File: src/rtl/pipelined_addsub.sv
// Pipelined segmented carry-lookahead adder/subtractor with valid/ready handshake.
// One SEG_WIDTH-bit CLA segment is resolved per stage; the inter-segment carry
// is registered between stages. Flags are produced alongside the final sum.

// One SEG_WIDTH-bit carry-lookahead segment.
module pipelined_addsub_cla #(
  parameter int SW = 16
) (
  input  logic [SW-1:0] a,
  input  logic [SW-1:0] b,
  input  logic          ci,
  output logic [SW-1:0] s,
  output logic          co
);
  logic [SW-1:0] g, p;
  logic [SW:0]   c;
  logic          acc, pp;

  assign g = a & b;
  assign p = a ^ b;

  // Each carry is the OR of every lower generate ANDed with the propagates
  // above it, plus the seed propagated through all bits below.
  always_comb begin
    c   = '0;
    acc = 1'b0;
    pp  = 1'b1;
    c[0] = ci;
    for (int i = 0; i < SW; i++) begin
      acc = 1'b0;
      pp  = 1'b1;
      for (int j = i; j >= 0; j--) begin
        acc = acc | (pp & g[j]);
        pp  = pp & p[j];
      end
      c[i+1] = acc | (pp & ci);
    end
  end

  assign s  = p ^ c[SW-1:0];
  assign co = c[SW];
endmodule

module pipelined_addsub #(
  parameter int WIDTH     = 32,
  parameter int SEG_WIDTH = 16
) (
  input  logic             clk,
  input  logic             rst_n,
  input  logic             in_valid,
  output logic             in_ready,
  input  logic [WIDTH-1:0] a,
  input  logic [WIDTH-1:0] b,
  input  logic             c_in,
  input  logic             sub,
  output logic             out_valid,
  input  logic             out_ready,
  output logic [WIDTH-1:0] sum,
  output logic             c_out,
  output logic             ovf,
  output logic             zero,
  output logic             neg
);
  localparam int SW     = SEG_WIDTH;
  localparam int STAGES = WIDTH / SEG_WIDTH;

  if (SEG_WIDTH <= 0 || WIDTH <= 0 || (WIDTH % SEG_WIDTH) != 0) begin : g_bad_width
    $error("pipelined_addsub: WIDTH must be a positive multiple of SEG_WIDTH");
  end

  logic             advance, fire, seed;
  logic [WIDTH-1:0] b_cond;

  // Whole pipe moves as one; it may move whenever the output slot is free or draining.
  assign advance  = out_ready | ~out_valid;
  assign in_ready = advance;
  assign fire     = in_valid & advance;

  // Subtract is A + ~B + 1; c_in only matters when adding.
  assign b_cond = sub ? ~b : b;
  assign seed   = sub ? 1'b1 : c_in;

  // vld_pipe[k] is the valid bit entering stage k; vld_pipe[STAGES] is out_valid.
  logic [STAGES:1] vld_q;
  logic [STAGES:0] vld_pipe;
  assign vld_pipe  = {vld_q, fire};
  assign out_valid = vld_pipe[STAGES];

  // Valid shift register; bubbles travel like data and are never squeezed out.
  always_ff @(posedge clk or negedge rst_n) begin
    if (!rst_n)       vld_q <= '0;
    else if (advance) vld_q <= vld_pipe[STAGES-1:0];
  end

  // x: operand A in place, with already-resolved segments overwritten by sum.
  // y: conditioned B shifted right so the segment being added sits at [SW-1:0].
  logic [WIDTH-1:0] x_pipe  [STAGES];
  logic [WIDTH-1:0] y_pipe  [STAGES];
  logic             cy_pipe [STAGES];

  assign x_pipe[0]  = a;
  assign y_pipe[0]  = b_cond;
  assign cy_pipe[0] = seed;

  for (genvar k = 0; k < STAGES; k++) begin : g_stage
    logic [SW-1:0]    seg_s;
    logic             seg_co;
    logic [WIDTH-1:0] x_nxt;

    pipelined_addsub_cla #(.SW(SW)) u_cla (
      .a  (x_pipe[k][k*SW +: SW]),
      .b  (y_pipe[k][SW-1:0]),
      .ci (cy_pipe[k]),
      .s  (seg_s),
      .co (seg_co)
    );

    // Drop this segment's sum into its final bit position.
    always_comb begin
      x_nxt = x_pipe[k];
      x_nxt[k*SW +: SW] = seg_s;
    end

    if (k < STAGES - 1) begin : g_mid
      logic [WIDTH-1:0] x_q, y_q;
      logic             cy_q;

      // Load only on a real operation so bubbles leave stale data untouched.
      always_ff @(posedge clk or negedge rst_n) begin
        if (!rst_n) begin
          x_q  <= '0;
          y_q  <= '0;
          cy_q <= 1'b0;
        end else if (advance && vld_pipe[k]) begin
          x_q  <= x_nxt;
          y_q  <= y_pipe[k] >> SW;
          cy_q <= seg_co;
        end
      end

      assign x_pipe[k+1]  = x_q;
      assign y_pipe[k+1]  = y_q;
      assign cy_pipe[k+1] = seg_co_unused_guard(cy_q);
    end else begin : g_last
      logic msb_cin;
      // Carry into the MSB recovered from the MSB sum bit and its operands.
      assign msb_cin = seg_s[SW-1] ^ x_pipe[k][WIDTH-1] ^ y_pipe[k][SW-1];

      // Output register: updates only for valid results, holds through bubbles and stalls.
      always_ff @(posedge clk or negedge rst_n) begin
        if (!rst_n) begin
          sum   <= '0;
          c_out <= 1'b0;
          ovf   <= 1'b0;
          zero  <= 1'b0;
          neg   <= 1'b0;
        end else if (advance && vld_pipe[k]) begin
          sum   <= x_nxt;
          c_out <= seg_co;
          ovf   <= seg_co ^ msb_cin;
          zero  <= ~|x_nxt;
          neg   <= x_nxt[WIDTH-1];
        end
      end
    end
  end

  // Identity helper kept as a function so the carry hop reads as a named step.
  function automatic logic seg_co_unused_guard(input logic c);
    return c;
  endfunction
endmodule

File: config.mk
export PLATFORM = sky130hd
export DESIGN_NAME = pipelined_addsub
export DESIGN_NICKNAME = d
export VERILOG_FILES = /design/src/rtl/pipelined_addsub.sv
export SDC_FILE = /design/constraint.sdc
export NUM_CORES = 1
export LEC_CHECK = 0
export BUFFER_PORTS_ARGS = -buffer_cell sky130_fd_sc_hd__buf_2
export CORE_MARGIN = 2
export CORE_UTILIZATION = 50
export DETAILED_ROUTE_END_ITERATION = 7
export PLACE_DENSITY_LB_ADDON = 0.1
export SLEW_MARGIN = 20
export SYNTH_ARGS = -nofsm -noshare
export SYNTH_HDL_FRONTEND = slang
export SYNTH_SLANG_ARGS = --single-unit
File: constraint.sdc
create_clock -name clk -period 2.3 [get_ports clk]
set_input_delay 0.345 -clock clk [delete_from_list [all_inputs] [get_ports clk]]
set_output_delay 0.345 -clock clk [all_outputs]
set_load 0.02 [all_outputs]
# Yosys cells after proc, flatten, opt, wreduce, memory -nomap -nowiden
# Index checks and enable logic that the tools add are counted.
dict set report totals {
  ff_bits 87
  latch_bits 0
  ram_bits 0
  mem_bits_ro 0
  in_bits 70
  output_inout_bits 38
  word_cells 812
  memories 0
}
dict set report op_classes {
  n_addsub 0
  n_mul 0
  div_mod_pow 0
  n_lt_le_gt_ge 0
  n_eq_ne 0
  n_shift 0
  mux 2
  bitwise_logic 797
  reduce_logical 4
}
# operator count
set ops {}
lappend ops {{AND 1 bit} 513}
lappend ops {{OR 1 bit} 273}
lappend ops {{bitwise XOR 16 bit} 4}
lappend ops {{AND 16 bit} 2}
lappend ops {{two-way mux 32 bit} 1}
lappend ops {{NOT 32 bit} 1}
lappend ops {{OR reduction 32 bit} 1}
lappend ops {{bitwise XOR 1 bit} 3}
lappend ops {{logical AND 1 bit} 2}
lappend ops {{logical NOT 1 bit} 1}
lappend ops {{two-way mux 1 bit} 1}
lappend ops {{NOT 1 bit} 1}

# Longest topological paths before layout
# Gate-level depths: netlist (run 1).
dict set report depth {
  ltp_word 21
  ltp_mapped 11
  mapped_depth_nobuf 9
}

# Hierarchy
# Synthesis (run 1) repeated with hierarchy kept, for this count alone.
dict set report hier_totals {
  cells_unflattened 395
  area_unflattened_um2 5277.6
}
# module instances cells_each area_each_um2 seq_area_each_um2
set modules_own_cells {}
lappend modules_own_cells {pipelined_addsub 1 237 3953.8 2152.1}
lappend modules_own_cells {{pipelined_addsub_cla at g_stage[1].u_cla} 1 78 674.4 0.0}
lappend modules_own_cells {{pipelined_addsub_cla at g_stage[0].u_cla} 1 80 649.4 0.0}

# Worst setup path after synthesis (run 1)
# OpenSTA, ideal clock, no wires.
dict set report synth_path {
  kind {input to register}
  startpoint {input port sub}
  endpoint {register g_stage[0].g_mid.x_q[15]}
  setup_ns 0.070
  arrival_time_ns 3.094
  required_ns 2.230
  setup_slack_ns -0.864
  stages 11
  n_path_buf 2
  cell_sequence {buf_6 > clkbuf_1 > xor2_1 > ha_1 > a21oi_1 > o21ai_0 > a2111oi_4 > nor3_2 > or4_4 > a2111o_1 > nand3_1}
}
dict set report synth_via {
  elab_chain_cells 19
  elab_cells_between_ends 49
  cone_classes {mux (2); bitwise (47)}
}
# item line_no
set synth_lines {}
lappend synth_lines {{from (decl)} 55} ;# input logic sub,
lappend synth_lines {{two-way mux 32 bit} 80} ;# assign b_cond = sub ? ~b : b;
lappend synth_lines {{bitwise XOR 16 bit or AND 16 bit (tied branches)} {20, 19}}
lappend synth_lines {{AND 1 bit (on tied branches)} {33, 34}}
lappend synth_lines {{OR 1 bit (tied with other cells) (13 in series)} 33} ;# acc = acc | (pp & g[j]);
lappend synth_lines {{OR 1 bit or AND 1 bit (tied branches)} {33, 36}}
lappend synth_lines {{OR 1 bit} 36} ;# c[i+1] = acc | (pp & ci);
lappend synth_lines {{bitwise XOR 16 bit (*)} 40} ;# assign s = p ^ c[SW-1:0];
lappend synth_lines {{to (signal assigned)} 135} ;# x_q <= x_nxt;
lappend synth_lines {{to (decl)} 125} ;# logic [WIDTH-1:0] x_q, y_q;
# Mark *: on every way between the ends. The rest lies on a longest branch, timed or not.
# A chain may end at the register's enable or synchronous reset.

# Worst setup path in the final report (run 1)
dict set report layout_path {
  startpoint {register g_stage[0].g_mid.x_q[16]}
  endpoint {register zero}
}
dict set report layout_via {
  elab_chain_cells 7
  elab_cells_between_ends 77
  cone_classes {bitwise (75); reduce/logical (2)}
}
# item line_no
set layout_lines {}
lappend layout_lines {{AND 16 bit or bitwise XOR 16 bit (tied branches)} {19, 20}}
lappend layout_lines {{AND 1 bit (on tied branches)} {33, 34}}
lappend layout_lines {{OR 1 bit or AND 1 bit (tied branches)} {33, 36}}
lappend layout_lines {{OR 1 bit} 36}
lappend layout_lines {{bitwise XOR 16 bit (*)} 40}
lappend layout_lines {{OR reduction 32 bit (*)} 161} ;# zero <= ~|x_nxt;
lappend layout_lines {{logical NOT 1 bit (*)} 161}
lappend layout_lines {{to (signal assigned)} 161}
lappend layout_lines {{to (decl)} 61} ;# output logic zero,
# Marked as above.

==> results of run 1 <==
cell type report:
type,count,share of cell area
well taps,133,0.0245
multi-input cells,358,0.432
clock buffers,14,0.0269
flip-flops and latches,86,0.317
clock inverters,2,0.00552
repair buffers,199,0.188
inverters,11,0.00608
state kept, by name, summed over array words and instances, names as in the netlist:
signal / flops
g_stage.g_mid.x_q: 32
sum: 32
g_stage.g_mid.y_q: 16
vld_q: 2
c_out: 1
g_stage.g_mid.cy_q: 1
ovf: 1
zero: 1
cells by family (layout without fill, tap and decap cells):
kind of cell | after synthesis | in the layout | synth area share
xor gates and xnor gates | 50 | 50 | 0.0873
DFF | 86 | 86 | 0.429
and+or+nand+nor | 123 | 123 | 0.120
AOI/OAI and AO/OA | 111 | 111 | 0.159
adders and majority gates | 35 | 35 | 0.0903
muxes | 39 | 39 | 0.0876
buffers and inverters | 33 | 226 | 0.0272
worst max-delay path, delay by kind of cell (launching register included):
kind	cells	cell delay, ns
simple gates	3	0.46
fa+ha+maj	1	0.26
flops	1	0.45
compound gates	4	1.41
power breakdown:
group          switching [mW]  internal, mW  leakage (nW)
Clock                   0.529         0.622         0.109
Sequential              0.286          2.00          1.04
Combinational            1.75          1.66          2.11
Total                    2.57          4.28          3.26
repair_timing:
item	in CTS	in global routing
buffers inserted	2	4
hold endpoints to repair	28	0
pin swaps	4	9
resized for setup	22	22
hold buffers	1	0
endpoints found under the setup margin	14	17
how the worst max path moves through the flow:
stage | from | endpoint | slack [ns] | depth (start not counted)
floorplan | sub | g_stage[0].g_mid.x_q[15]$_DFFE_PN0P_ | -0.55 | 11
global placement | sub | g_stage[0].g_mid.x_q[15]$_DFFE_PN0P_ | -0.53 | 11
detailed placement | sub | g_stage[0].g_mid.x_q[15]$_DFFE_PN0P_ | -0.61 | 11
CTS | g_stage[0].g_mid.x_q[16]$_DFFE_PN0P_ | zero$_DFFE_PN0P_ | -0.36 | 9
global route | g_stage[0].g_mid.x_q[16]$_DFFE_PN0P_ | zero$_DFFE_PN0P_ | -0.51 | 8
finish | g_stage[0].g_mid.x_q[16]$_DFFE_PN0P_ | zero$_DFFE_PN0P_ | -0.36 | 8
synthesized netlist by cell type, drive strengths merged (2+ instances only):
cell	number
a2111o	2
a2111oi	5
a211oi	5
a21o	6
a21oi	13
a221oi	2
a31oi	4
and2	3
and3	5
buf	3
clkbuf	19
dfrtp	86
fa	2
ha	33
inv	11
mux2	39
nand2	56
nand2b	2
nand3	9
nor2	13
nor2b	2
nor3	11
nor3b	2
nor4	6
o2111ai	2
o211ai	2
o21a	8
o21ai	40
o31ai	9
o41ai	3
or2	4
or3	4
or4	2
xnor2	24
xor2	26
routing by layer:
metal,GRT usage,vias up
li1,-,2099
met1,0.271,2012
met2,0.392,81
met3,0.0439,23
met4,0.0811,0
met5,0,-
==> results_dict.tcl, run 1 <==
set metrics [dict create \
    rows 36 \
    r2r_start "g_stage[0].g_mid.x_q[16]$_DFFE_PN0P_" \
    fin_setup_tns_ns -1.93 \
    p_leak_nw 3.26 \
    r2r-end "zero$_DFFE_PN0P_" \
    synth-seq-area-share 0.429 \
    antenna_found_initial 0 \
    nFillCells 763 \
    clockRootBuffer "clkbuf_8" \
    clkLatencyLatePin_ns 0.36 \
    place_area_um2 6320 \
    skew_ns 0.00812 \
    reg2reg_slack_ns -0.36 \
    totalWireLength_mm 11.7 \
    irDropWorstVdd_mv 0.422 \
    crit_fanout 4 \
    area_growth_pct 35.5 \
    fin_ws_ns -0.362 \
    relSlewSlack 0.639 \
    rr_worst_depth 8 \
    final_core_util 0.695 \
    grt_pass1_wl_mm 19.8 \
    core-area_um2 9770 \
    gp_congestion 0.849 \
    cts_tree "yes" \
    min_period_ns 2.66 \
    ys_types 59 \
    drive_above_1_share 0.446 \
    holdPathStages 2 \
    async_reset_ff_frac 1.00 \
    yosysWarnings 0 \
    p_per_area_nw_per_um2 1010 \
    synth_area_leader_cell "dfrtp_1" \
    hold_viol 0 \
    dieWidth_um 104 \
    die-area_um2 10800 \
    grt-ovfl-total 0 \
    worstMarginPinSlew_ns 0.542 \
    vias 4215 \
    die_height_um 104 \
    drtIter0Drc 144 \
    final_cells 803 \
    synthCells 477 \
    met1_length_mm 5.04 \
    wl_met3_um 417 \
    dpl.hpwl_mm 8.55 \
    grt_max_degree 59 \
    slew_viol_final 0 \
    synthTopCellsByArea "dfrtp_1 (43%), mux2_2 (8.8%), ha_1 (8.2%), xor2_1 (4.5%), nand2_1 (4.2%)" \
    cts.clk_slew.worst_paths_ns 0.08 \
    ys_ff_latch 86 \
    status "complete, but fails checks" \
    post-place-ws_ns -0.612 \
    ff_latch_area_um2 2150 \
    syn_area_per_cell_um2 10.5 \
    mostFrequentLayoutCell "buf_2" \
    dr.pass1.iters 4 \
    crit_required_ns 2.56 \
    route.met2.wl_mm 5.97 \
    rsz0062_at_grt "true" \
    final_cell_mix "buf_2 (105), buf_4 (88), dfrtp_1 (85)" \
    grt_pass1_vias 4367 \
    setup-violations-final 9 \
    grtUsageTotal 0.223 \
    multi_input_area_um2 2940 \
    synth_top_area_share 0.429 \
    path_class "reg2reg" \
    hold_end "g_stage[0].g_mid.x_q[20]$_DFFE_PN0P_" \
    cap_violations 0 \
    syn-num-nets 582 \
    viasPerCell 5.25 \
    finalCritPeriodShare 1.16 \
    drtAntennaViolNets 0 \
    routedWlPerCell_um 14.6 \
    cpMaxStageDelayCell "a2111oi_4" \
    initial_core_util 0.513 \
    clock-sinks 86 \
    ys.flop_type "dfrtp_1" \
    whs_ns 0.209 \
    total_power_mw 6.84 \
    drc 0 \
    clock.fmax_mhz 376 \
    syn_area_um2 5010 \
    diodes 0 \
    hold_path_class "in2reg" \
    cp_slowest_stage_delay_ns 0.48 \
    io_buffers 107 \
    place_inst 780 \
    pin_count 108 \
    critical_path_arrival_ns 2.93 \
    failed_checks "negative setup slack" \
    min_from "a[20]" \
    numCtsBuffers 9 \
    synth_edf_count 0 \
    cts.htree.levels 3 \
    maxUsedRoutingLayer "met4" \
    finalNetCount 770 \
    cp_cell_sequence "ha_4 > a211o_1 > a2111oi_4 > or4_4 > nand3b_1 > a211oi_2 > nor2_2 > o41ai_2" \
    final_cell_area_um2 6800 \
    cts_buffer_depth 2 \
    crit_path_end_kind "flop" \
    worst_setup_path_start_kind "flop" \
]
Power figures use the tool's default switching activity.
==> run 2, diff against run 1 <==
--- a/config.mk
+++ b/config.mk
@@ -9,7 +9,7 @@
 export CORE_MARGIN = 2
 export CORE_UTILIZATION = 50
 export DETAILED_ROUTE_END_ITERATION = 7
-export PLACE_DENSITY_LB_ADDON = 0.1
+export PLACE_DENSITY_LB_ADDON = 0.05
 export SLEW_MARGIN = 20
 export SYNTH_ARGS = -nofsm -noshare
 export SYNTH_HDL_FRONTEND = slang
==> run 2 against run 1 <==
  * The run still ends with negative setup slack left
  * Routed wire length shrank 0.93%
  * Core utilization up 0.56 points
  * Via count is 0.95% lower
  * Hold slack hardly changed
  * Fmax rose by 1.7%
  * Combinational power hardly changed
  * Cell area grew 0.81%
  * Largest cell class unchanged
  * Highest routed layer unchanged
==> results_dict.tcl, run 2 (synthesis results as in run 1) <==
set metrics [dict create \
    status "complete, but fails checks" \
    failed_checks "negative setup slack" \
    dpl.hpwl_mm 8.53 \
    r2r_start "g_stage[0].g_mid.x_q[16]$_DFFE_PN0P_" \
    whs_ns 0.209 \
    total_power_mw 6.80 \
    cts.clk_slew.worst_paths_ns 0.08 \
    cp_num_cells 9 \
    fin_ws_ns -0.318 \
    routedWlPerCell_um 14.3 \
    cap_violations 0 \
    route.met2.wl_mm 5.91 \
    hold_viol 0 \
    nFillCells 777 \
    rows 36 \
    crit_required_ns 2.57 \
    vias 4175 \
    cp_cell_sequence "fa_1 > nor2_1 > nand4_1 > a2111oi_1 > buf_4 > o221ai_1 > nor4_2 > o2111ai_2 > o41ai_2" \
    reg.largest.list "g_stage.g_mid.x_q: 32 flops, sum: 32 flops, g_stage.g_mid.y_q: 16 flops" \
    drive_above_1_share 0.449 \
    holdPathStages 2 \
    hold_path_class "in2reg" \
    worstMarginPinSlew_ns 0.567 \
    drtAntennaViolNets 0 \
    die_height_um 104 \
    grt-ovfl-total 0 \
    final_core_util 0.701 \
    p_leak_nw 3.29 \
    clock-sinks 86 \
    drc 0 \
    met1_length_mm 5.04 \
    relSlewSlack 0.622 \
    cts_tree "yes" \
    grt_max_degree 50 \
    cp_top_family "compound AO/OA/AOI/OAI gates" \
    slew_viol_final 0 \
    cpMaxStageDelayCell "fa_1" \
    grt_pass1_wl_mm 19.3 \
    worst-path-buf-inv 1 \
    grt_pass1_vias 4237 \
    setup-violations-final 9 \
    cts_buffer_depth 2 \
    initial_core_util 0.513 \
    core-area_um2 9770 \
    antenna_found_initial 0 \
    fin_setup_tns_ns -1.47 \
    totalWireLength_mm 11.6 \
    pin_count 108 \
    finalNetCount 775 \
    drtIter0Drc 105 \
    final_cell_area_um2 6850 \
    dr.pass1.iters 4 \
    reg2reg_slack_ns -0.32 \
    clockRootBuffer "clkbuf_8" \
    crit_fanout 3 \
    rsz0062_at_grt "true" \
    min_from "a[30]" \
    diodes 0 \
    cts.htree.levels 3 \
    grtUsageTotal 0.220 \
    r2r-end "zero$_DFFE_PN0P_" \
    finalCritPeriodShare 1.14 \
    cp_slowest_stage_delay_ns 0.51 \
    min_period_ns 2.62 \
    wl_met3_um 487 \
    final_cells 808 \
    io_buffers 107 \
    p_per_area_nw_per_um2 992 \
    path_class "reg2reg" \
    clock.fmax_mhz 382 \
    skew_ns 0.00865 \
    final_cell_mix "buf_2 (105), buf_4 (92), dfrtp_1 (85)" \
    dieWidth_um 104 \
    critical_path_arrival_ns 2.89 \
    clkLatencyLatePin_ns 0.36 \
    place_inst 784 \
    crit_path_end_kind "flop" \
    post-place-ws_ns -0.661 \
    viasPerCell 5.17 \
    die-area_um2 10800 \
    rr_worst_depth 9 \
    mostFrequentLayoutCell "buf_2" \
    maxUsedRoutingLayer "met4" \
    area_growth_pct 36.6 \
    worst_setup_path_start_kind "flop" \
    place_area_um2 6350 \
    irDropWorstVdd_mv 0.469 \
    numCtsBuffers 9 \
    hold_end "g_stage[0].g_mid.x_q[30]$_DFFE_PN0P_" \
    gp_congestion 0.838 \
]
-- run 2: cell types whose count changed in the layout (fill, tap and decap cells not counted), moves of 2 or more --
| cell | before | now |
|---|---|---|
| clkbuf_8 | 13 | 11 |
| ha_1 | 30 | 28 |
| o21ai_1 | 4 | 6 |
| clkinv_2 | 0 | 3 |
| buf_4 | 88 | 92 |
| ha_4 | 2 | 4 |
| a2111oi_2 | 2 | 0 |
-- run 2: area by class of cell --
cell class | instances | area [um^2] | share of cell area
Multi-Input combinational cell | 358 | 2950 | 0.431
Sequential cell | 86 | 2150 | 0.314
Timing Repair Buffer | 204 | 1340 | 0.195
Tap cell | 133 | 166 | 0.0243
Clock buffer | 12 | 155 | 0.0226
Clock inverter | 4 | 45.0 | 0.00658
Inverter | 11 | 41.3 | 0.00603
-- run 2: per-layer routing --
metal / GRT usage / up-vias
met5: 0 / -
met3: 0.0545 / 9
met2: 0.390 / 79
li1: - / 2110
met1: 0.263 / 1977
met4: 0.0666 / 0
-- run 2: repair_timing --
| action | CTS | global route |
|---|---|---|
| cloned | 0 | 1 |
| gates resized for setup | 19 | 26 |
| pin swaps | 5 | 7 |
| hold endpoints to repair | 41 | 0 |
| endpoints found under the setup margin | 14 | 18 |
| setup buffers | 3 | 3 |
| hold buffers | 1 | 0 |
-- run 2: how the worst max path moves through the flow --
stage                                               startpoint                                   end  slack [ns]
final                     g_stage[0].g_mid.x_q[16]$_DFFE_PN0P_                      zero$_DFFE_PN0P_       -0.32
after global routing       g_stage[0].g_mid.y_q[0]$_DFFE_PN0P_                      zero$_DFFE_PN0P_       -0.46
after CTS                 g_stage[0].g_mid.x_q[16]$_DFFE_PN0P_                      zero$_DFFE_PN0P_       -0.43
after detailed placement                                   sub  g_stage[0].g_mid.x_q[15]$_DFFE_PN0P_       -0.66
after global placement                                     sub  g_stage[0].g_mid.x_q[15]$_DFFE_PN0P_       -0.59
after floorplan                                            sub  g_stage[0].g_mid.x_q[15]$_DFFE_PN0P_       -0.55
-- run 2: power by group --
group	internal (mW)	total (mW)	leakage [nW]	switching [mW]
Sequential	2.00	2.28	1.04	0.288
Clock	0.557	1.10	0.106	0.540
Combinational	1.69	3.42	2.14	1.72
==> run 3, diff against run 2 <==
--- a/config.mk
+++ b/config.mk
@@ -13,4 +13,5 @@
 export SLEW_MARGIN = 20
 export SYNTH_ARGS = -nofsm -noshare
 export SYNTH_HDL_FRONTEND = slang
+export SYNTH_HIERARCHICAL = 1
 export SYNTH_SLANG_ARGS = --single-unit
==> run 3 against run 2 <==
  * The flow still finishes with violations (negative setup slack)
  * Hold slack better by 0.0083 ns
  * Synthesized cell count is 17% lower
  * Die area is 5.0% higher
  * Clock-buffer cell count is 1 higher
  * Largest cell class unchanged
  * Highest routed layer unchanged
==> results_dict.tcl, run 3 <==
set metrics [dict create \
    final_core_util 0.673 \
    totalWireLength_mm 11.1 \
    crit_path_end_kind "flop" \
    dieWidth_um 107 \
    fin_ws_ns -0.281 \
    synthTopCellsByArea "dfrtp_1 (41%), mux2_4 (22%), ha_1 (8.1%), xor2_1 (7.0%), xnor2_1 (3.2%)" \
    dpl.hpwl_mm 8.13 \
    numCtsBuffers 9 \
    rows 37 \
    routedWlPerCell_um 15.5 \
    gr-usage-met3 0.0365 \
    core-area_um2 10300 \
    grt_busiest_layer "met2" \
    antenna_found_initial 0 \
    grtUsageTotal 0.201 \
    gp_congestion 0.843 \
    drtIter0Drc 156 \
    synth_area_leader_cell "dfrtp_1" \
    ys_types 50 \
    grt-ovfl-total 0 \
    post-place-ws_ns -0.319 \
    synth_edf_count 0 \
    dr.pass1.iters 4 \
    skew_ns 0.0135 \
    hold_viol 0 \
    grt_max_degree 56 \
    clock-sinks 86 \
    slew_viol_final 0 \
    worst_setup_path_start_kind "flop" \
    total_power_mw 7.51 \
    pin_count 108 \
    viasPerCell 5.08 \
    clock.fmax_mhz 387 \
    worstMarginPinSlew_ns 0.420 \
    cts_tree "yes" \
    critical_path_arrival_ns 2.83 \
    grt_use_met1 0.265 \
    post-synth-top-count-cell "dfrtp_1" \
    p_per_area_nw_per_um2 1090 \
    cp_slowest_stage_delay_ns 0.41 \
    clkLatencyLatePin_ns 0.35 \
    synth-seq-area-share 0.408 \
    rsz0062_at_grt "true" \
    ys_ff_latch 86 \
    cpMaxStageDelayCell "dfrtp_1" \
    p_leak_nw 3.45 \
    syn-num-nets 501 \
    grt_pass1_vias 3693 \
    die_height_um 107 \
    use_met2 0.342 \
    crit_required_ns 2.55 \
    hold_path_class "in2reg" \
    cts.htree.levels 3 \
    grt_pass1_wl_mm 18.0 \
    cap_violations 0 \
    crit_fanout 5 \
    reg.largest.list "g_stage.g_mid.x_q: 32 flops, sum: 32 flops, g_stage.g_mid.y_q: 16 flops" \
    synthCells 395 \
    syn_area_um2 5280 \
    syn_area_per_cell_um2 13.4 \
    nFillCells 826 \
    drtAntennaViolNets 0 \
    synthTopCellsByCount "dfrtp_1 (86), mux2_4 (78), xor2_1 (42)" \
    status "complete, but fails checks" \
    vias 3643 \
    cts.clk_slew.worst_paths_ns 0.09 \
    synth_top_area_share 0.408 \
    yosysWarnings 6 \
    drc 0 \
    cts_buffer_depth 2 \
    min_period_ns 2.58 \
    finalCritPeriodShare 1.12 \
    clockRootBuffer "clkbuf_8" \
    setup-violations-final 6 \
    die-area_um2 11400 \
    drive_above_1_share 0.558 \
    irDropWorstVdd_mv 0.577 \
    async_reset_ff_frac 1.00 \
    io_buffers 107 \
    diodes 0 \
    ys.flop_type "dfrtp_1" \
    initial_core_util 0.514 \
    final_cell_mix "buf_2 (105), dfrtp_1 (86), mux2_4 (78)" \
    failed_checks "negative setup slack" \
    relSlewSlack 0.720 \
    area_growth_pct 31.1 \
    finalNetCount 682 \
    path_class "reg2reg" \
    fin_setup_tns_ns -0.712 \
    mostFrequentLayoutCell "buf_2" \
    cp_cell_sequence "ha_4 > a211oi_4 > o21bai_4 > a31oi_4 > buf_6 > o21ai_4 > a21boi_2 > xnor2_1 > nor4_2 > nand4_1 > o31ai_1" \
]
## run 3: where the power goes
part / internal (mW) / leakage, nW / switching, mW
registers: 2.07 / 1.01 / 0.408
logic: 2.12 / 2.34 / 1.75
clock network: 0.644 / 0.104 / 0.516
total: 4.83 / 3.45 / 2.68
## run 3: layout make-up
cell class                      count  area [um^2]  share of cell area
Clock buffer                       13          149              0.0215
Clock inverter                      3         67.6             0.00976
Inverter                            4         15.0             0.00217
Multi-Input combinational cell    291         3160               0.457
Sequential cell                    86         2150               0.311
Tap cell                          136          170              0.0246
Timing Repair Buffer              184         1210               0.174
## run 3: layer usage
metal	part of all wire	wire (um)
met2	0.51	5640
met5	0	0
met1	0.44	4910
met4	0.0094	104
met3	0.039	431
## run 3: metrics by stage
| step | cells | instance area [um^2] | hold WS, ns |
|---|---|---|---|
| detailed placement | 690 | 6440 | 0.314 |
| global route | 717 | 6920 | 0.195 |
| floorplan | 395 | 5330 | 0.0494 |
| finish | 717 | 6920 | 0.217 |
| CTS | 708 | 6710 | 0.201 |
| global placement | 690 | 6440 | 0.310 |
## run 3: worst max-delay path, delay by kind of cell (launching register included)
| family | cells | cell delay, ns |
|---|---|---|
| xor+xnor | 1 | 0.10 |
| flops | 1 | 0.41 |
| buf+inv | 1 | 0.14 |
| compound gates | 6 | 1.14 |
| simple gates | 2 | 0.44 |
| fa+ha+maj | 1 | 0.26 |
## run 3: timing repair
item,4_1_cts,5_1_grt
cloned,0,0
setup buffers,1,9
hold buffers,1,0
setup endpoints to repair,6,15
gates resized for setup,6,30
pin swaps,9,31
hold endpoints to repair,31,0
## run 3: cell families after synthesis
family	share of synthesized area
fa+ha+maj	0.0882
simple gates	0.0602
buf+inv	0.0294
mux	0.233
flops	0.408
compound gates	0.0806
xor+xnor	0.101
## run 3: path summary, 6_finish.rpt
path	from	to	slack [ns]	cells past startpoint
min reg2reg	sum[19]$_DFFE_PN0P_	sum[19]$_DFFE_PN0P_	0.51	1
min	a[27]	g_stage[0].g_mid.x_q[27]$_DFFE_PN0P_	0.22	2
max	g_stage[0].g_mid.x_q[16]$_DFFE_PN0P_	zero$_DFFE_PN0P_	-0.28	11
max in group asynchronous	rst_n	sum[31]$_DFFE_PN0P_	1.19	3
min in group asynchronous	rst_n	g_stage[0].g_mid.x_q[20]$_DFFE_PN0P_	0.47	2
max reg2reg	g_stage[0].g_mid.x_q[16]$_DFFE_PN0P_	zero$_DFFE_PN0P_	-0.28	11
